File: src/rtl/uart_pio_loader_pkg.sv
// rtl/uart_pio_loader_pkg.sv - shared types and constants for the UART pio loader
package uart_pio_loader_pkg;

    typedef enum logic [1:0] {
        RECV  = 2'd0,
        CHECK = 2'd1,
        ISSUE = 2'd2,
        REPLY = 2'd3
    } state_t;

    localparam int FRAME_LEN = 7;

    localparam int B0_ACTION_MSB = 7;
    localparam int B0_ACTION_LSB = 4;
    localparam int B0_MINDEX_MSB = 3;
    localparam int B0_MINDEX_LSB = 2;

    localparam logic [7:0] DEFAULT_ACK = 8'h06;
    localparam logic [7:0] DEFAULT_NAK = 8'h15;

endpackage

File: src/rtl/loader_timeout.sv
// rtl/loader_timeout.sv - inter-byte idle counter with clear/enable and expire flag
module loader_timeout #(
    parameter int TIMEOUT_CYCLES = 250000
) (
    input  logic clk,
    input  logic reset,
    input  logic clear,
    input  logic enable,
    output logic expire
);

    localparam int W = $clog2(TIMEOUT_CYCLES);
    localparam logic [W-1:0] LAST = W'(TIMEOUT_CYCLES - 1);

    logic [W-1:0] cnt;

    assign expire = enable && (cnt == LAST);

    always_ff @(posedge clk or posedge reset) begin
        if (reset) begin
            cnt <= '0;
        end else if (clear) begin
            cnt <= '0;
        end else if (enable && (cnt != LAST)) begin
            cnt <= cnt + 1'b1;
        end
    end

endmodule

File: src/rtl/uart_pio_loader.sv
// rtl/uart_pio_loader.sv - checksummed UART frame parser issuing pio write pulses with ACK/NAK
module uart_pio_loader
    import uart_pio_loader_pkg::*;
#(
    parameter int         TIMEOUT_CYCLES = 250000,
    parameter logic [7:0] ACK_BYTE       = DEFAULT_ACK,
    parameter logic [7:0] NAK_BYTE       = DEFAULT_NAK
) (
    input  logic        clk,
    input  logic        reset,
    input  logic [7:0]  rx_data,
    input  logic        rx_valid,
    output logic [7:0]  tx_data,
    output logic        tx_valid,
    input  logic        tx_ready,
    output logic [3:0]  action,
    output logic [31:0] din,
    output logic [4:0]  index,
    output logic [1:0]  mindex,
    output logic [7:0]  cmd_count,
    output logic        err_timeout,
    output logic        err_overrun
);

    state_t     state;
    logic [2:0] byte_cnt;
    logic [7:0] frame [FRAME_LEN];
    logic [7:0] csum;
    logic [3:0] frame_action;
    logic       tmr_clear;
    logic       tmr_expire;

    always_comb begin
        csum = '0;
        for (int i = 0; i < FRAME_LEN; i++) begin
            csum = csum ^ frame[i];
        end
    end

    assign frame_action = frame[0][B0_ACTION_MSB:B0_ACTION_LSB];

    // Idle time only counts while a partial frame is pending.
    assign tmr_clear = (state != RECV) || (byte_cnt == 3'd0) || rx_valid;

    loader_timeout #(
        .TIMEOUT_CYCLES(TIMEOUT_CYCLES)
    ) u_timeout (
        .clk    (clk),
        .reset  (reset),
        .clear  (tmr_clear),
        .enable (!tmr_clear),
        .expire (tmr_expire)
    );

    always_ff @(posedge clk or posedge reset) begin
        if (reset) begin
            state       <= RECV;
            byte_cnt    <= '0;
            tx_data     <= '0;
            tx_valid    <= 1'b0;
            action      <= '0;
            din         <= '0;
            index       <= '0;
            mindex      <= '0;
            cmd_count   <= '0;
            err_timeout <= 1'b0;
            err_overrun <= 1'b0;
            for (int i = 0; i < FRAME_LEN; i++) begin
                frame[i] <= '0;
            end
        end else begin
            action <= '0;
            case (state)
                RECV: begin
                    if (rx_valid) begin
                        frame[byte_cnt] <= rx_data;
                        byte_cnt        <= byte_cnt + 3'd1;
                        if (byte_cnt == 3'(FRAME_LEN - 1)) begin
                            state <= CHECK;
                        end
                    end else if (tmr_expire) begin
                        byte_cnt    <= '0;
                        err_timeout <= 1'b1;
                    end
                end
                CHECK: begin
                    if ((csum == 8'h00) && (frame_action != 4'd0)) begin
                        state     <= ISSUE;
                        action    <= frame_action;
                        din       <= {frame[5], frame[4], frame[3], frame[2]};
                        index     <= frame[1][4:0];
                        mindex    <= frame[0][B0_MINDEX_MSB:B0_MINDEX_LSB];
                        cmd_count <= cmd_count + 8'd1;
                    end else begin
                        state    <= REPLY;
                        tx_valid <= 1'b1;
                        tx_data  <= (csum == 8'h00) ? ACK_BYTE : NAK_BYTE;
                    end
                end
                ISSUE: begin
                    state    <= REPLY;
                    tx_valid <= 1'b1;
                    tx_data  <= ACK_BYTE;
                end
                REPLY: begin
                    if (tx_ready) begin
                        tx_valid <= 1'b0;
                        byte_cnt <= '0;
                        state    <= RECV;
                    end
                end
                default: state <= RECV;
            endcase
            // Bytes arriving outside RECV are dropped, never stored.
            if (rx_valid && (state != RECV)) begin
                err_overrun <= 1'b1;
            end
        end
    end

endmodule

File: config.mk
export PLATFORM = sky130hd
export DESIGN_NAME = uart_pio_loader
export DESIGN_NICKNAME = d
export VERILOG_FILES = /design/src/rtl/uart_pio_loader_pkg.sv /design/src/rtl/loader_timeout.sv /design/src/rtl/uart_pio_loader.sv
export SDC_FILE = /design/constraint.sdc
export NUM_CORES = 1
export LEC_CHECK = 0
export BUFFER_PORTS_ARGS = -buffer_cell sky130_fd_sc_hd__buf_2
export CORE_MARGIN = 2
export CORE_UTILIZATION = 65
export CTS_BUF_LIST = sky130_fd_sc_hd__clkbuf_8
export DETAILED_ROUTE_END_ITERATION = 8
export PLACE_DENSITY = 0.94
export SYNTH_ARGS = -nofsm -noshare
export SYNTH_HDL_FRONTEND = slang
export SYNTH_SLANG_ARGS = --single-unit
File: constraint.sdc
create_clock -name clk -period 12.5 [get_ports clk]
set_input_delay 1.25 -clock clk [delete_from_list [all_inputs] [get_ports clk]]
set_output_delay 1.25 -clock clk [all_outputs]
set_load 0.05 [all_outputs]
==> flow_metrics.tcl <==
set metrics [dict create \
    run_status "finished, final reports clean" \
    min_path_cells 1 \
    total_power_mw 1.63 \
    hpwlAfterDp_um 8470 \
    cts.reportedPaths.clkPinSlew_ps 90 \
    netlist_top_cells_area "sky130_fd_sc_hd__dfrtp_1 54%, sky130_fd_sc_hd__mux2_2 12%, sky130_fd_sc_hd__xnor3_1 5.7%" \
    cp_max_fo 31 \
    grt-ovfl-total 0 \
    rr_endpoint "din[15]$_DFFE_PP0P_" \
    cts_resized 0 \
    hold_violations 0 \
    wire_length_after_detailed_routing_um 13400 \
    die_height_um 102 \
    critical_path.startpoint_type "register" \
    clock_tree.root_cell "sky130_fd_sc_hd__clkbuf_8" \
    final_cell_area_um2 7100 \
    ys_seq_elements 136 \
    post_synth_edffs 0 \
    final.period_utilization_pct 28.9 \
    placed_cell_area_um2 6710 \
    cellPowerDensity_nw_per_um2 229 \
    initial_core_util_pct 67.6 \
    area_growth_syn_to_layout_pct 13.2 \
    fp-row-count 35 \
    rrSetupSlack_ps 8890 \
    finish.net_count 555 \
    power_leakage_nw 3.58 \
    post_route_core_utilization_pct 76.5 \
    layout-drive-gt1-share_pct 34.0 \
    unrepaired_setup_endpoints_after_global_routing "no" \
    track_usage_pct 27.6 \
    layout_common_cells "136 x sky130_fd_sc_hd__dfrtp_1, 69 x sky130_fd_sc_hd__buf_2, 66 x sky130_fd_sc_hd__mux2_2" \
    source_of_the_critical_timing_path "frame[52]$_DFFE_PP0P_" \
    detail-route-antenna-nets 0 \
    hold-worst-slack_ps 454 \
    max-slew-margin-rel_pct 25.9 \
    critical_path_arrival_ps 3940 \
    layout.cells.most_common "sky130_fd_sc_hd__dfrtp_1" \
    clock-sinks 136 \
    worst_r2r_path_cells 6 \
    stdcell_count 676 \
    die-area_um2 10500 \
    post-place-cells 644 \
    avgSynthCellArea_um2 13.6 \
    cts_post_setup_buffers_inserted 0 \
    firstDrtPassIters 4 \
    port_buffers 69 \
    yosysSeqAreaShare_pct 54.2 \
    die_w_um 102 \
    fin_worst_skew_ps 16.5 \
    coreArea_um2 9280 \
    io_pins 74 \
    grt_first_pass_wirelength_um 21500 \
    hold_path_end "err_overrun$_DFFE_PP0P_" \
    pins_over_their_slew_limit 0 \
    tritoncts.num_buffers 17 \
    gp_congestion 0.823 \
    synthesis.instances 463 \
    first_iter_violations 235 \
    synth_largest_area_cell "sky130_fd_sc_hd__dfrtp_1" \
    routed_wire_length_per_instance_um 19.9 \
    avgViaCountPerCell 6.00 \
    num-fill-cells 556 \
    path_class "reg -> reg" \
    synthesis.area_um2 6280 \
    cts_tree "done" \
    postSynth.topFlopCell "sky130_fd_sc_hd__dfrtp_1" \
    cts_max_path_buffers 2 \
    yosysWarnings 0 \
    min_path_type "reg -> reg" \
    clock_latency_late_sink_ps 450 \
    irDropWorstVdd_mv 0.0952 \
    grt_antenna_before_repair 0 \
    detailroute.via_count 4053 \
    first_global_vias 4197 \
    cts.hold.buffers_added 0 \
    min_period_ps 3610 \
    worst_setup_path_end_kind "register" \
    clock.fmax_mhz 277 \
    postSynth.asyncResetShare_pct 100 \
    report.final.setup_viol 0 \
    pre_cts_slack_ps 9120 \
    cts-htree-levels 4 \
    max_cap_viol_count 0 \
    final.setup.worst_slack_ps 8890 \
    crit_required_ps 12830 \
    largest_net_degree_at_the_start_of_global_routing 83 \
    route.detailed.drc 0 \
    count_of_inserted_antenna_diode_cells 0 \
    tightest_slew_ps 1100 \
    hold_path.startpoint "err_overrun$_DFFE_PP0P_" \
    netlist-cell-type-count 48 \
    post-synth-top-area-fraction_pct 54.2 \
    finalSetupTns_ps 0 \
    worst_r2r_startpoint "frame[52]$_DFFE_PP0P_" \
]
## metal layers
layer | track usage, % | part of all wire, %
met5 | 0 | 0
met4 | 11.7 | 2.8
met3 | 6.02 | 4.9
met2 | 46.2 | 51
met1 | 35.2 | 41
## sequential cells by signal, indices dropped and copies added (netlist names)
name / flops
action: 4
byte_cnt: 3
cmd_count: 8
din: 32
err_overrun: 1
err_timeout: 1
frame: 56
index: 5
mindex: 2
state: 2
tx_data: 3
tx_valid: 1
u_timeout.cnt: 18
## kinds of logic (layout without fill, tap and decap cells)
| logic type | count (synthesis) | count (layout) | synth area share, % |
|---|---|---|---|
| flops | 136 | 136 | 54.2 |
| other cells | 1 | 4 | 0.0598 |
| buf+inv | 33 | 114 | 2.67 |
| mux | 98 | 98 | 18.0 |
| compound gates | 33 | 33 | 3.43 |
| simple gates | 105 | 105 | 9.59 |
| xor+xnor | 48 | 48 | 10.2 |
| fa+ha+maj | 9 | 9 | 1.79 |
## worst max-delay path, cell delays in order, from the launching register on
cell,delay [ps]
sky130_fd_sc_hd__dfrtp_1,460
sky130_fd_sc_hd__xnor2_1,280
sky130_fd_sc_hd__xnor3_1,500
sky130_fd_sc_hd__nor4_2,970
sky130_fd_sc_hd__and4_1,450
sky130_fd_sc_hd__buf_4,420
sky130_fd_sc_hd__mux2_1,400
## cell usage after synthesis, drive strengths merged (6+ instances only)
library cell    n
a21oi          10
and3            6
buf            12
clkbuf         11
dfrtp         136
ha              9
inv            10
mux2           96
nand2          16
nand3          17
nor2           20
nor3            6
or4             7
xnor2          27
xnor3          16
## cell type report
class,instances,area [um2],area share [%]
sequential,136,3400,47.9
multi-input combinational,297,2730,38.5
timing repair buffer,72,368,5.18
clock buffer,17,234,3.29
clock inverter,15,165,2.32
tap,129,161,2.27
inverter,10,40.0,0.564
## worst max-delay path by stage
stage | endpoint | slack, ps | cells past startpoint
final | din[15]$_DFFE_PP0P_ | 8890 | 6
after global routing | din[15]$_DFFE_PP0P_ | 8790 | 6
after CTS | din[15]$_DFFE_PP0P_ | 8890 | 6
after detailed placement | din[15]$_DFFE_PP0P_ | 9120 | 6
after global placement | mindex[0]$_DFFE_PP0P_ | 9220 | 6
after floorplan | action[0]$_DFF_PP0_ | 7610 | 1
## where the power goes
group,internal [mW],leakage (nW),switching (mW)
combinational,0.292,1.56,0.335
sequential,0.538,1.82,0.0923
clock,0.181,0.202,0.189
total,1.01,3.58,0.616
Note: power is estimated with default switching activity, not from simulation.
